--- config.mk ---
export PLATFORM = sky130hd
export DESIGN_NAME = spi_engine
export DESIGN_NICKNAME = d
export VERILOG_FILES = /design/src/rtl/spi_pkg.sv /design/src/rtl/spi_tick_gen.sv /design/src/rtl/spi_engine.sv
export SDC_FILE = /design/constraint.sdc
export NUM_CORES = 1
export LEC_CHECK = 0
export ABC_CLOCK_PERIOD_IN_PS = 3200
export CAP_MARGIN = 0
export CORE_MARGIN = 1
export CORE_UTILIZATION = 47
export DETAILED_ROUTE_END_ITERATION = 10
export HOLD_SLACK_MARGIN = 0.03
export PLACE_DENSITY = 0.67
export SLEW_MARGIN = 10
export SYNTH_ARGS = -nofsm -noshare
export SYNTH_HDL_FRONTEND = slang
export SYNTH_HIERARCHICAL = 1
export SYNTH_SLANG_ARGS = --single-unit
--- constraint.sdc ---
create_clock -name sys_clk -period 3.2 [get_ports sys_clk]
set_input_delay 0.48 -clock sys_clk [delete_from_list [all_inputs] [get_ports sys_clk]]
set_output_delay 0.48 -clock sys_clk [all_outputs]
set_load 0.05 [all_outputs]
--- src/rtl/spi_pkg.sv ---
// Shared types for the SPI shift engine: FSM state encoding and the SPI mode pair.
package spi_pkg;

  typedef enum logic [1:0] {
    IDLE  = 2'd0,
    SHIFT = 2'd1,
    HOLD  = 2'd2
  } spi_state_t;

  typedef struct packed {
    logic cpol;
    logic cpha;
  } spi_mode_t;

endpackage

--- src/rtl/spi_tick_gen.sv ---
// Loadable half-period counter: counts 0..div and pulses tick on the wrap while running.
module spi_tick_gen #(
  parameter int DIV_W = 8
) (
  input  logic             clk,
  input  logic             rst,
  input  logic             load,
  input  logic             run,
  input  logic [DIV_W-1:0] div,
  output logic             tick
);

  logic [DIV_W-1:0] cnt;
  logic [DIV_W-1:0] div_l;

  assign tick = run && (cnt == div_l);

  always_ff @(posedge clk) begin
    if (rst) begin
      cnt <= '0;
    end else if (load || tick || !run) begin
      cnt <= '0;
    end else begin
      cnt <= cnt + 1'b1;
    end
  end

  // Divider is pure data; it is only meaningful once a transfer has been loaded.
  always_ff @(posedge clk) begin
    if (load) begin
      div_l <= div;
    end
  end

endmodule

--- src/rtl/spi_engine.sv ---
// SPI master shift engine: one DATA_W-bit MSB-first transfer per accepted start,
// runtime divider, all four SPI modes, multiple active-low chip selects with hold.
module spi_engine
  import spi_pkg::*;
#(
  parameter int DATA_W   = 8,
  parameter int NUM_CS   = 1,
  parameter int DIV_W    = 8,
  parameter int CS_IDX_W = (NUM_CS > 1) ? $clog2(NUM_CS) : 1
) (
  input  logic                sys_clk,
  input  logic                rst,
  input  logic                start,
  input  logic [DATA_W-1:0]   tx_data,
  input  logic [CS_IDX_W-1:0] cs_sel,
  input  logic                cs_hold,
  input  logic                cs_release,
  input  logic                cpol,
  input  logic                cpha,
  input  logic [DIV_W-1:0]    div,
  output logic                busy,
  output logic                done,
  output logic [DATA_W-1:0]   rx_data,
  output logic                spi_clk,
  output logic                MOSI,
  input  logic                MISO,
  output logic [NUM_CS-1:0]   CS
);

  localparam int EW = $clog2(2 * DATA_W + 1);
  localparam logic [EW-1:0] LAST_EDGE  = EW'(2 * DATA_W);
  localparam logic [EW-1:0] FIRST_EDGE = EW'(1);

  spi_state_t        state;
  spi_mode_t         mode;
  logic              hold_l;
  logic              cs_held;
  logic [EW-1:0]     edge_cnt;
  logic [DATA_W-2:0] tx_sr;
  logic [DATA_W-1:0] rx_sr;
  logic              tick;

  logic          accept;
  logic          shift_tick;
  logic [EW-1:0] edge_nxt;
  logic          leading;
  logic          sample;
  logic          advance;

  function automatic logic [NUM_CS-1:0] cs_mask(input logic [CS_IDX_W-1:0] sel);
    logic [NUM_CS-1:0] m;
    m = '1;
    for (int i = 0; i < NUM_CS; i++) begin
      if (int'(sel) == i) m[i] = 1'b0;
    end
    return m;
  endfunction

  assign accept     = (state == IDLE) && start;
  assign shift_tick = (state == SHIFT) && tick;
  assign edge_nxt   = edge_cnt + 1'b1;
  // Odd edges move SCLK away from its idle level.
  assign leading    = edge_nxt[0];
  assign sample     = leading ^ mode.cpha;
  assign advance    = mode.cpha ? (leading && (edge_nxt != FIRST_EDGE))
                                : (!leading && (edge_nxt != LAST_EDGE));

  spi_tick_gen #(
    .DIV_W(DIV_W)
  ) u_tick (
    .clk (sys_clk),
    .rst (rst),
    .load(accept),
    .run (state != IDLE),
    .div (div),
    .tick(tick)
  );

  always_ff @(posedge sys_clk) begin
    if (rst) begin
      state    <= IDLE;
      busy     <= 1'b0;
      done     <= 1'b0;
      rx_data  <= '0;
      spi_clk  <= 1'b0;
      MOSI     <= 1'b1;
      CS       <= '1;
      cs_held  <= 1'b0;
      edge_cnt <= '0;
    end else begin
      done <= 1'b0;
      case (state)
        IDLE: begin
          spi_clk <= cpol;
          if (!cs_held) MOSI <= 1'b1;
          if (start) begin
            MOSI     <= tx_data[DATA_W-1];
            CS       <= cs_mask(cs_sel);
            cs_held  <= 1'b0;
            edge_cnt <= '0;
            busy     <= 1'b1;
            state    <= SHIFT;
          end else if (cs_release) begin
            cs_held <= 1'b0;
            CS      <= '1;
            MOSI    <= 1'b1;
          end
        end
        SHIFT: begin
          if (tick) begin
            spi_clk  <= ~spi_clk;
            edge_cnt <= edge_nxt;
            if (advance) MOSI <= tx_sr[DATA_W-2];
            if (edge_nxt == LAST_EDGE) state <= HOLD;
          end
        end
        HOLD: begin
          spi_clk <= mode.cpol;
          // CS stays low for one more half-period before the word is handed back.
          if (tick) begin
            done    <= 1'b1;
            busy    <= 1'b0;
            rx_data <= rx_sr;
            cs_held <= hold_l;
            state   <= IDLE;
            if (!hold_l) begin
              CS   <= '1;
              MOSI <= 1'b1;
            end
          end
        end
        default: state <= IDLE;
      endcase
    end
  end

  always_ff @(posedge sys_clk) begin
    if (accept) begin
      mode.cpol <= cpol;
      mode.cpha <= cpha;
      hold_l    <= cs_hold;
      tx_sr     <= tx_data[DATA_W-2:0];
    end else if (shift_tick && advance) begin
      tx_sr <= tx_sr << 1;
    end
    if (shift_tick && sample) begin
      rx_sr <= {rx_sr[DATA_W-2:0], MISO};
    end
  end

endmodule
======== Word-level counts from Yosys, hierarchy flattened ========
Index checks and enable logic that the tools add are counted.
cells by class
  bitwise operators ....................... 3
  reductions and logical operators ........ 27
  equal/unequal tests ..................... 14
  muxes and demuxes ....................... 33
  $add $sub $neg .......................... 2
operators with widths
  kind                                                                     number
  1-bit 2-to-1 mux                                                         18
  7-bit 2-to-1 mux                                                         2
  5-bit 2-to-1 mux                                                         2
  2-bit inequality test, second input constant                             5
  5-bit case mux with 2 select lines                                       1
  3-bit AND reduction                                                      3
  8-bit by 1-bit adder with 8-bit output, second input constant            1
  8-bit == test                                                            1
  2-bit 2-to-1 mux                                                         4
  4-bit AND reduction                                                      2
  2-bit nonzero test                                                       4
  1-bit logical AND                                                        7
  1-bit case mux with 2 select lines                                       3
  1-bit case mux with 3 select lines                                       2
  2-bit case mux with 3 select lines                                       1
  6-bit AND reduction                                                      1
  5-bit by 1-bit adder with 5-bit output, second input constant            1
  5-bit == test, second input constant                                     1
  5-bit by 1-bit inequality test with 1-bit output, second input constant  1
  5-bit inequality test, second input constant                             1
  4-bit inequality test, second input constant                             1
  2-bit AND reduction                                                      2
  2-bit OR reduction                                                       2
  3-bit inequality test, second input constant                             1
  9 further kinds                                                          12
storage, ports and cells
  output and inout port bits .............. 13
  word-level logic and storage cells ...... 95
  input bits .............................. 25
  register bits after elaboration ......... 55

======== Logic depth before layout (Yosys ltp) ========
Gate-level depths: netlist of run 1.
  word-level depth ........................ 7
  gate-level depth with buffers ........... 12
  gate-level depth less buffers ........... 9

======== Hierarchy ========
Netlist of run 1, hierarchy kept.
modules (own cells, without submodules)
  module        times used  area an instance (um^2)  cells each
  spi_engine    1           1844.3                   181
  spi_tick_gen  1           718.2                    56

======== Worst setup path before layout of run 1 ========
OpenSTA, ideal clock, no wires.
  path kind ............................... register to register
  start ................................... reg u_tick.div_l[5]
  end ..................................... reg CS
  required time ........................... 3.083 ns
  setup time .............................. 0.117 ns
  stages on the path, launching flop included .. 10
  clock period less this slack ............ 2.372 ns
  data arrival time ....................... 2.255 ns
  path slack .............................. 0.828 ns
  cells stage by stage .................... edfxtp_1 -> xor2_1 -> nor4_4 -> and3_1 -> buf_4 -> nor2b_4 -> a211o_1 -> or4b_1 -> o21ai_1 -> nand2b_1
between the ends
  word-level cells in the longest chain between the ends .. 4
ends and longest elaborated chain
  element                                 RTL line            source
  start: declaration                      spi_tick_gen.sv:14  logic [DIV_W-1:0] div_l;
  start signal: assignment                spi_tick_gen.sv:31  div_l <= div;
  8-bit == test                           spi_tick_gen.sv:16  assign tick = run && (cnt == div_l);
  1-bit logical AND                       spi_tick_gen.sv:16
  named net tick                          spi_engine.sv:41    logic tick;
  2-bit inequality test (no source line)  n/a
  4-bit AND reduction (no source line)    n/a
  end signal: assignment                  spi_engine.sv:98    CS <= cs_mask(cs_sel);
  end: declaration                        spi_engine.sv:27    output logic [NUM_CS-1:0] CS
The timed path passes the listed nets, and every way through them passes these cells.
A chain may end at the register's enable or synchronous reset.

======== Final worst setup path of run 1 ========
  start ................................... reg u_tick.div_l[6]
  end ..................................... reg edge_cnt[2]
between the ends
  word-level cells in the longest chain between the ends .. 4
ends and longest elaborated chain
  element                                 RTL line            source
  8-bit == test                           spi_tick_gen.sv:16
  1-bit logical AND                       spi_tick_gen.sv:16
  named net tick                          spi_engine.sv:41
  2-bit inequality test (no source line)  n/a
  3-bit AND reduction (no source line)    n/a
  end signal: assignment                  spi_engine.sv:112   edge_cnt <= edge_nxt;
  end: declaration                        spi_engine.sv:38    logic [EW-1:0] edge_cnt;
The timed path passes the listed nets, and every way through them passes these cells.

==> flow_metrics.tcl, run 1 <==
set metrics [dict create \
    numCtsBuffers 5 \
    min_from "rx_data[1]" \
    setup_viol_count_final 0 \
    cp.required_ns 3.44 \
    drc_errors 0 \
    min_to "rx_data[1]" \
    synth_async_sr_flop_share_pct 0 \
    routabilityCongestion 0.800 \
    first_pass_iters 4 \
    ys_types 45 \
    seq_area_frac_synth_pct 53.1 \
    syn2layout_area_growth_pct 20.1 \
    r2r_slack_ns 0.52 \
    nets 305 \
    power.density_nw_per_um2 449 \
    grt_pass1_vias 1725 \
    vdd_drop_max_v 0.000209 \
    wl_per_cell_um 13.6 \
    overflow 0 \
    die-area_um2 5750 \
    startpoint_type "register" \
    clkTransAtPathRegs_ns 0.10 \
    clk_latency_ns 0.30 \
    drv_slew 0 \
    synth_most_common_cell "dfxtp_1" \
    final_util_pct 59.5 \
    postLayoutSetupSlackWorst_ns 0.520 \
    netlist_instances 237 \
    p_total_uw 1380 \
    clock_skew_ns 0.00480 \
    setup.worst_path.end_class "register" \
    hold_viol 0 \
    pin_count 38 \
    start_util_pct 49.5 \
    status "completed" \
    yosys-top-cells-area "edfxtp_1 (30%), dfxtp_1 (23%), nand2_1 (4.0%)" \
    cts_buffer_depth 2 \
    holdWs_ns 0.460 \
    io_buffer_count 37 \
    grt_max_degree 22 \
    synth_edf_count 26 \
    rsz0062_at_grt "false" \
    synth_flop_cell "dfxtp_1" \
    period_minus_slack_ns 2.68 \
    h-tree-depth 2 \
    cts.sinks 55 \
    viasPerCell 5.24 \
    hold_class "reg -> reg" \
    insertedDiodeCount 0 \
    cts_tree "yes" \
    dp_hpwl_mm 3.40 \
    max_freq_ghz 0.373 \
    drive_above_1_share_pct 8.39 \
    rows 26 \
    worstSetupPathType "reg -> reg" \
    drt-initial-drc-count 59 \
    setup_tns_ns 0 \
    reg2reg_from "u_tick/div_l[6]" \
    fin_crit_sh_pct 83.7 \
    grt_usage_pct 18.7 \
    grt_pass1_wl_mm 8.02 \
    max_cap_viol_count 0 \
    reg2reg_to "edge_cnt[2]" \
    pre_cts_slack_ns 0.541 \
    crit_path_max_fanout 9 \
    synth_common_cells "dfxtp_1 (29), nand2_1 (27), edfxtp_1 (26), a21oi_1 (17), nor2_1 (14)" \
    synth_fp_nets 269 \
    cts_hold_buf 0 \
    tightest_slew_ns 0.630 \
    antenna_found_initial 0 \
    synth_seq_cells 55 \
    yosysWarnings 6 \
    ff2ff_path_depth 8 \
    p_leak_uw 0.00109 \
    critPathArrivalTime_ns 2.92 \
    clockRootBuffer "clkbuf_8" \
    ant_nets 0 \
    synth_top_cell_by_area "edfxtp_1" \
    postCtsSetupBuffers 0 \
    syn_area_per_cell_um2 10.8 \
    die_w_um 75.8 \
    finalWirelength_mm 4.68 \
    syn_area_um2 2560 \
    cts.repair.resized 0 \
    dr_total_vias 1804 \
    yosys.area.top_type_share_pct 30.5 \
    die_h_um 75.8 \
    hold_path_depth 2 \
    core_area_um2 5170 \
    slew_headroom_pct 57.8 \
]
-- registers in the layout (all words and copies together) (netlist names), 2 cells and up --
signal        count
mode              2
edge_cnt          5
u_tick/cnt        8
rx_sr             8
tx_sr             7
rx_data           8
u_tick/div_l      8
state             2
-- how the worst max path moves through the flow --
stage,end,slack (ns),start,depth (start not counted)
after floorplan,CS,0.83,u_tick/div_l[5],9
after global placement,CS,0.59,u_tick/div_l[6],8
after detailed placement,CS,0.54,u_tick/cnt[2],8
after CTS,edge_cnt[2],0.52,u_tick/cnt[2],8
after global routing,edge_cnt[2],0.24,u_tick/cnt[2],8
final,edge_cnt[2],0.52,u_tick/div_l[6],8
-- stage by stage --
stage | cells | area, um^2
detailed placement | 336 | 2970
global route | 344 | 3080
floorplan | 237 | 2560
CTS | 344 | 3080
finish | 344 | 3080
global placement | 336 | 2970
-- layout make-up --
cell class / instances / area (um^2)
timing repair buffer: 41 / 400
clock buffer: 6 / 93.8
fill: 451 / 2100
tap: 70 / 87.6
multi-input combinational: 159 / 1080
clock inverter: 2 / 12.5
sequential: 55 / 1360
inverter: 11 / 41.3
-- layout by cell type (no fill, tap or decap), types with 7 or more instances in the layout --
cell,synthesis,layout
a21oi_1,17,17
clkdlybuf4s50_1,0,37
dfxtp_1,29,29
edfxtp_1,26,26
ha_1,7,7
inv_1,11,11
nand2_1,27,27
nand3_1,7,7
nor2_1,14,14
o21ai_0,8,8
xor2_1,11,11
-- critical path, cell delays in order, from the launching register on --
cell and delay [ns]:
edfxtp_1 0.39, xor2_1 0.17, nor4_4 0.53, and3_1 0.45
nor2b_1 0.15, or3_1 0.46, nor3b_2 0.23, o21ai_1 0.09
a21oi_1 0.14
-- per-layer routing --
| layer | GRT usage, % | routed length, um | up-vias |
|---|---|---|---|
| li1 | - | - | 916 |
| met1 | 27.1 | 2340 | 832 |
| met2 | 26.5 | 2030 | 48 |
| met3 | 4.63 | 230 | 8 |
| met4 | 7.61 | 87 | 0 |
| met5 | 0 | 0 | - |
-- kinds of logic after synthesis --
kind of cell / synth area share, %
fa+ha+maj: 3.42
buf+inv: 4.74
flops: 53.1
compound gates: 12.7
mux: 4.20
xor+xnor: 4.79
simple gates: 17.0
-- power breakdown --
| group | internal [uW] | total, uW | switching, uW |
|---|---|---|---|
| clock | 202 | 425 | 223 |
| combinational | 81.1 | 174 | 93.4 |
| sequential | 767 | 783 | 15.6 |
| total | 1050 | 1380 | 332 |
Power figures use the tool's default switching activity.
==> run 2, diff against run 1 <==
--- a/config.mk
+++ b/config.mk
@@ -5,7 +5,7 @@
 export SDC_FILE = /design/constraint.sdc
 export NUM_CORES = 1
 export LEC_CHECK = 0
-export ABC_CLOCK_PERIOD_IN_PS = 3200
+export ABC_CLOCK_PERIOD_IN_PS = 2600
 export CAP_MARGIN = 0
 export CORE_MARGIN = 1
 export CORE_UTILIZATION = 47
==> constraint.sdc (replaced) <==
create_clock -name sys_clk -period 2.6 [get_ports sys_clk]
set_input_delay 0.39 -clock sys_clk [delete_from_list [all_inputs] [get_ports sys_clk]]
set_output_delay 0.39 -clock sys_clk [all_outputs]
set_load 0.05 [all_outputs]
==> run 2 against run 1 <==
Against the previous run:
- global-route usage decreased by 0.42 points
- total power increased by 19%
- non-clock buffer count increased by 6
- final cell count increased by 1.7%
- clock power increased by 7.8%
- count of clock-buffer cells in the layout unchanged
- critical path type unchanged
==> flow_metrics.tcl, run 2 (synthesized netlist as in run 1, its figures left out) <==
set metrics [dict create \
    status "completed" \
    cts_tree "yes" \
    h-tree-depth 2 \
    clockRootBuffer "clkbuf_8" \
    drc_errors 0 \
    slew_headroom_pct 65.7 \
    insertedDiodeCount 0 \
    p_leak_uw 0.00111 \
    grt_pass1_wl_mm 7.78 \
    nFillCells 443 \
    ant_nets 0 \
    startpoint_type "register" \
    die_w_um 75.8 \
    wl_per_cell_um 13.7 \
    routabilityCongestion 0.802 \
    max_freq_ghz 0.431 \
    mostFrequentLayoutCells "clkdlybuf4s50_1 (37), dfxtp_1 (29), nand2_1 (27)" \
    overflow 0 \
    cp.required_ns 2.81 \
    numCtsBuffers 5 \
    max_cap_viol_count 0 \
    hold_class "reg -> reg" \
    setup_tns_ns 0 \
    die_h_um 75.8 \
    tightest_slew_ns 0.506 \
    postCtsSetupBuffers 0 \
    cts_hold_buf 0 \
    period_minus_slack_ns 2.32 \
    dr_total_vias 1880 \
    cts_buffer_depth 2 \
    rsz0062_at_grt "false" \
    start_util_pct 49.5 \
    clkTransAtPathRegs_ns 0.09 \
    fin_crit_sh_pct 89.3 \
    rows 26 \
    syn2layout_area_growth_pct 21.0 \
    hold_viol 0 \
    drv_slew 0 \
    drt-initial-drc-count 98 \
    core_area_um2 5170 \
    power.density_nw_per_um2 529 \
    setup.worst_path.end_class "register" \
    finalWirelength_mm 4.78 \
    setup_viol_count_final 0 \
    clk_latency_ns 0.31 \
    final_common_cell "clkdlybuf4s50_1" \
    worstSetupPathType "reg -> reg" \
    crit_path_max_fanout 4 \
    antenna_found_initial 0 \
    viasPerCell 5.37 \
    vdd_drop_max_v 0.000316 \
    drive_above_1_share_pct 10.4 \
    pin_count 38 \
    nets 311 \
    critPathArrivalTime_ns 2.53 \
    grt_usage_pct 18.3 \
    grt_max_degree 22 \
    dp_hpwl_mm 3.41 \
    p_total_uw 1640 \
    io_buffer_count 37 \
    clock_skew_ns 0.00504 \
    first_pass_iters 4 \
    grt_pass1_vias 1704 \
    die-area_um2 5750 \
    cts.sinks 55 \
    cts.repair.resized 0 \
]
run 2: cell types whose count changed in the layout (fill, tap and decap cells not counted):
cell and delta:
clkbuf_1 +1, clkinvlp_4 +1, buf_4 +6, clkinv_1 -1
clkbuf_16 -1, inv_6 -1, clkinv_2 +1
run 2: path summary, 6_finish.rpt:
kind              slack, ns  cells past startpoint         end             from
setup / recovery       0.28                      8          CS  u_tick/div_l[6]
hold / removal         0.46                      2  rx_data[6]       rx_data[6]
setup reg to reg       0.28                      8          CS  u_tick/div_l[6]
hold reg to reg        0.46                      2  rx_data[6]       rx_data[6]
run 2: cell type report:
cell class	count	area, um^2	area share [%]
Sequential cell	55	1360	43.9
Inverter	11	41.3	1.33
Tap cell	70	87.6	2.82
Clock inverter	2	12.5	0.404
Timing Repair Buffer	47	445	14.4
Clock buffer	6	72.6	2.34
Multi-Input combinational cell	159	1080	34.8
run 2: through the flow:
| stage | utilization (%) | cells | worst slack (ns) | area [um^2] | hold WS (ns) |
|---|---|---|---|---|---|
| global placement | 58.3 | 342 | 0.318 | 3020 | 0.433 |
| global route | 59.9 | 350 | 0.164 | 3100 | 0.474 |
| CTS | 59.9 | 350 | 0.281 | 3100 | 0.462 |
| floorplan | - | 237 | 0.228 | 2560 | 0.426 |
| finish | 59.9 | 350 | 0.277 | 3100 | 0.458 |
| detailed placement | 58.3 | 342 | 0.292 | 3020 | 0.438 |
run 2: report_power, final:
part           switching, uW  internal, uW  leakage, uW
logic                    116           104     0.000588
registers               19.5           944     0.000480
clock network            269           189    0.0000412
total                    404          1240      0.00111
run 2: critical path, stage by stage (launching register included):
cell and delay, ns:
edfxtp_1 0.39, xor2_1 0.17, nor4_4 0.35, and3_1 0.32, nor2b_4 0.07, a211o_1 0.31
or4b_1 0.47, o21ai_1 0.08, nand2b_1 0.06
run 2: metal layers:
metal	share of wire, %	track usage (%)	wire [um]
met5	0	0	0
met4	1.5	6.38	72
met3	5.1	4.23	244
met2	43	27.2	2070
met1	50	26.0	2400
==> run 3, diff against run 2 <==
--- a/config.mk
+++ b/config.mk
@@ -17,3 +17,4 @@
 export SYNTH_HDL_FRONTEND = slang
 export SYNTH_HIERARCHICAL = 1
 export SYNTH_SLANG_ARGS = --single-unit
+export TNS_END_PERCENT = 10
==> results of run 3 <==
Same layout as run 2: the final DEF is identical, and so are final timing and power.
==> RTL change 1, RTL diff (settings of run 3) <==
The 3 states of `spi_state_t` get a one-hot encoding in 3 bits.
--- a/src/rtl/spi_pkg.sv
+++ b/src/rtl/spi_pkg.sv
@@ -3,6 +3,6 @@
 
-  typedef enum logic [1:0] {
-    IDLE  = 2'd0,
-    SHIFT = 2'd1,
-    HOLD  = 2'd2
+  typedef enum logic [2:0] {
+    IDLE  = 3'b001,
+    SHIFT = 3'b010,
+    HOLD  = 3'b100
   } spi_state_t;
Behaviour: no difference found for any inputs over 10 cycles, from zero or initial values and one cycle with rst high; not proved beyond that.
==> RTL change 1 against run 3 <==
- utilization grew 0.27 points
- synthesized area down 2.7%
- sequential cell count rose by 1
- wire length about the same
- total power shrank 0.15%
- setup slack better by 0.10 ns
- final area decreased by 0.81%
- critical endpoint is now tx_sr[6]
- largest power group unchanged
- highest routed layer unchanged
==> RTL change 1: results (changes against run 3) <==
[setup_path]
critPathArrivalTime_ns = 2.20  ; -0.33 ns
rrSetupSlack_ns = 0.38  ; +0.10 ns
reg2reg_from = u_tick/div_l[5]
rr_endpoint = tx_sr[6]
critPathMaxFanout = 7  ; +3
slowest_stage = edfxtp_1
crit_path_max_incr_delay_ns = 0.40  ; -0.07 ns
r2r_cells = 7  ; -1

[cts]
cts_resized = 0  ; unchanged
numCtsBuffers = 5  ; unchanged
cts_buffer_depth = 2  ; unchanged

[power_and_ir_drop]
power.switching_w = 0.000399  ; -1.2%
irDropWorstVdd_uv = 306  ; -3.2%
comb_power_share_pct = 11.1  ; -2.3 points
p_seq_share_pct = 59.3  ; +0.6 points
powerComb_w = 0.000182  ; -17%

[outcome]
status = finished clean

[final_layout]
fillCellCount = 461  ; +4.1%
drive_gt1_share_pct = 13.2  ; +2.8 points
layout.nets = 300  ; -3.5%
layout.cells.non_filler = 343  ; -2.0%

[sta]
finalClockSkew_ns = 0.00696  ; +0.00192 ns
worst_slew_pin_slew_ns = 0.562  ; +0.0557 ns

[logic_synthesis]
syn-num-nets = 253  ; -5.9%
synth-adder-area-share_pct = 1.51  ; -1.9 points
synth_area_leaders = edfxtp_1 (31%), dfxtp_1 (24%), xor2_1 (3.5%)
yosys-top-cells-count = dfxtp_1 (30), edfxtp_1 (26), nand2_1 (23)
syn_inst = 225  ; -5.1%
synth.distinct_cells = 48  ; +6.7%
synth-xor-area-share_pct = 4.22  ; -0.57 points
yosysSeqAreaShare_pct = 55.4  ; +2.3 points
muxShareOfSynthArea_pct = 3.92  ; -0.28 points
synth_compound_area_share_pct = 13.0  ; +0.26 points

[drt]
wl_met1_mm = 2.21  ; -7.7%
postRouteWirelength_mm = 4.78  ; about the same
via_count = 1780  ; -5.3%
wl_met2_mm = 2.27  ; +10%
drt-initial-drc-count = 120  ; +22%
wl_met3_um = 208  ; -15%

[min_path]
whs_path_depth = 2  ; unchanged
hold_start = rx_data[4]
hold_end = rx_data[4]

[grt]
grt_max_degree = 24  ; +9.1%
grt_pass1_vias = 1669  ; -2.1%
grtUsageTotal_pct = 19.1  ; +0.87 points
grt_pass1_wl_mm = 7.93  ; +2.0%
gr-usage-met3_pct = 4.82  ; +0.59 points
use_met1_pct = 24.7  ; -1.2 points
met2_usage_pct = 30.8  ; +3.6 points

[placement]
place.gp.congestion = 0.864  ; +7.8%
dp_hpwl_mm = 3.54  ; +3.8%

## RTL change 1: cell types whose count changed in the layout (fill, tap and decap cells not counted), moves of 3 or more
cell	run 3	this run
inv_1	11	4
nor2_1	14	17
ha_1	7	3
or3_1	6	3
nand3b_1	0	3
o21bai_1	0	3
o21a_1	0	3
nand2_1	27	23
nor3_1	1	4
## RTL change 1: how the worst max path moves through the flow
stage | endpoint | depth (start not counted) | startpoint | slack, ns
floorplan | rx_sr[0] | 7 | u_tick/div_l[5] | 0.20
finish | tx_sr[6] | 7 | u_tick/div_l[5] | 0.38
global route | tx_sr[6] | 7 | u_tick/div_l[6] | 0.22
CTS | tx_sr[5] | 7 | u_tick/div_l[6] | 0.36
detailed placement | tx_sr[0] | 7 | u_tick/div_l[6] | 0.42
global placement | tx_sr[4] | 7 | u_tick/div_l[6] | 0.44
## RTL change 1: area by class of cell
type | instances | share of cell area (%)
Clock buffer | 5 | 2.24
Timing Repair Buffer | 49 | 15.0
Tap cell | 70 | 2.85
Sequential cell | 56 | 44.9
Inverter | 4 | 0.488
Multi-Input combinational cell | 156 | 33.8
Clock inverter | 3 | 0.732
## RTL change 1: stage by stage
stage | setup WS, ns | util, % | instance area (µm²) | hold slack, ns
2_1_floorplan | 0.202 | - | 2490 | 0.426
3_3_place_gp | 0.436 | 58.4 | 2980 | 0.438
3_5_place_dp | 0.415 | 58.4 | 2980 | 0.436
4_1_cts | 0.358 | 60.2 | 3080 | 0.461
5_1_grt | 0.217 | 60.2 | 3080 | 0.473
6_report | 0.380 | 60.2 | 3080 | 0.461
## RTL change 1: kinds of logic (layout without fill, tap and decap cells)
family,after synthesis,after routing
and+or+nand+nor,83,83
DFF,56,56
AOI/OAI and AO/OA,49,49
buffers and inverters,13,61
xor gates and xnor gates,12,12
muxes,9,9
adders and majority gates,3,3
==> RTL change 2, RTL diff (settings of run 3) <==
Without the edit above. Change the parameter `DATA_W` from 8 to 4.
--- a/src/rtl/spi_engine.sv
+++ b/src/rtl/spi_engine.sv
@@ -5,3 +5,3 @@
 #(
-  parameter int DATA_W   = 8,
+  parameter int DATA_W   = 4,
   parameter int NUM_CS   = 1,
Interface: changed (resized rx_data and tx_data); port bits go from 38 to 30. No check against the original RTL was run, so the function may have changed too.
==> RTL change 2 against run 3 <==
- first-iteration DRC count up 37%
- non-clock buffer count decreased by 13
- sequential share of layout area is 1.4 points lower
- final area fell by 22%
- synthesized area down 23%
- total power fell by 5.0%
- setup slack better by 0.15 ns
- critical path depth is 3 lower
- clock skew is 0.0025 ns lower
- count of clock-buffer cells in the layout is the same
- wire length is 16% lower
- sequential cell count decreased by 13
- combinational power grew 71%
- critical path type unchanged
==> RTL change 2: results (changes against run 3) <==
[outcome]
status = finished clean

[setup_path]
r2r_cells = 5  ; -3
critPathMaxFanout = 11  ; +7
rrSetupSlack_ns = 0.43  ; +0.15 ns
critPathArrivalTime_ns = 2.12  ; -0.41 ns

[power_and_ir_drop]
p_sw_share_pct = 30.2  ; +5.5 points
powerClk_w = 0.000399  ; -13%

[grt]
grtUsageTotal_pct = 19.9  ; +1.7 points
grt_pass1_vias = 1440  ; -15%
grt_pass1_wl_mm = 6.51  ; -16%

[cts]
clock_latency_ns = 0.29  ; -0.02 ns

[logic_synthesis]
synth_area_leaders = edfxtp_1 (27%), dfxtp_1 (24%), xor2_1 (5.3%)
yosysSeqAreaShare_pct = 51.5  ; -1.6 points
syn-num-nets = 218  ; -19%

[final_layout]
buf_share_pct = 13.6  ; -0.73 points
fillCellCount = 355  ; -20%
multiInputGateArea_um2 = 877  ; -19%
seqCellArea_mm2 = 0.00102  ; -25%
n_all_buffers = 34  ; -28%

[die]
rows = 23  ; -12%

[placement]
place.gp.congestion = 0.810  ; +1.0%
post_dp_cell_area_mm2 = 0.00232  ; -23%

[drt]
wl_per_cell_um = 14.7  ; +7.7%
via_count = 1506  ; -20%

[min_path]
hold_start = rx_sr[0]
whs_path_depth = 0  ; -2
hold_end = rx_sr[1]

[sta]
timing.hold.ws_ns = 0.458  ; -0.000324 ns
worst_slew_pin_slew_ns = 0.521  ; +0.0145 ns

-- RTL change 2: cell types whose count changed after synthesis, moves of 3 or more --
cell / delta
nand3_1: +4
or3_1: -3
nand2_1: -14
nor2_1: +3
nand2b_1: -3
dfxtp_1: -5
mux2_2: -4
edfxtp_1: -8
-- RTL change 2: worst max-delay path: stages, from the launching register on --
cell,delay [ns]
edfxtp_1,0.39
xor2_1,0.18
nor4_4,0.30
and3_1,0.41
nand2_1,0.17
o21ai_0,0.40
-- RTL change 2: worst max-delay path by stage --
| stage | slack (ns) | depth (start not counted) | endpoint |
|---|---|---|---|
| 6_report | 0.43 | 5 | tx_sr[0] |
| 5_1_grt | 0.20 | 8 | edge_cnt[1] |
| 4_1_cts | 0.40 | 5 | tx_sr[1] |
| 3_5_place_dp | 0.41 | 5 | tx_sr[2] |
| 3_3_place_gp | 0.46 | 8 | MOSI |
| 2_1_floorplan | 0.48 | 6 | tx_sr[0] |
-- RTL change 2: cell families after synthesis --
kind of cell / Yosys count / synth area share, %
buffers and inverters: 17 / 4.17
multiplexers: 5 / 2.65
XOR/XNOR: 14 / 6.19
AND/OR/NAND/NOR: 60 / 16.4
AO/OA/AOI/OAI: 45 / 14.7
adder cells (fa/ha/maj): 7 / 4.42
flip-flops: 42 / 51.5
-- RTL change 2: metal layers --
layer / global-route usage (%) / part of all wire [%]
met2: 29.4 / 44
met1: 27.6 / 49
met5: 0 / 0
met4: 5.59 / 0.42
met3: 6.51 / 5.7
-- RTL change 2: metrics by stage --
step	util, %	setup slack (ns)
2_1_floorplan	-	0.481
3_3_place_gp	57.6	0.463
3_5_place_dp	57.6	0.412
4_1_cts	59.7	0.396
5_1_grt	59.7	0.203
6_report	59.7	0.425
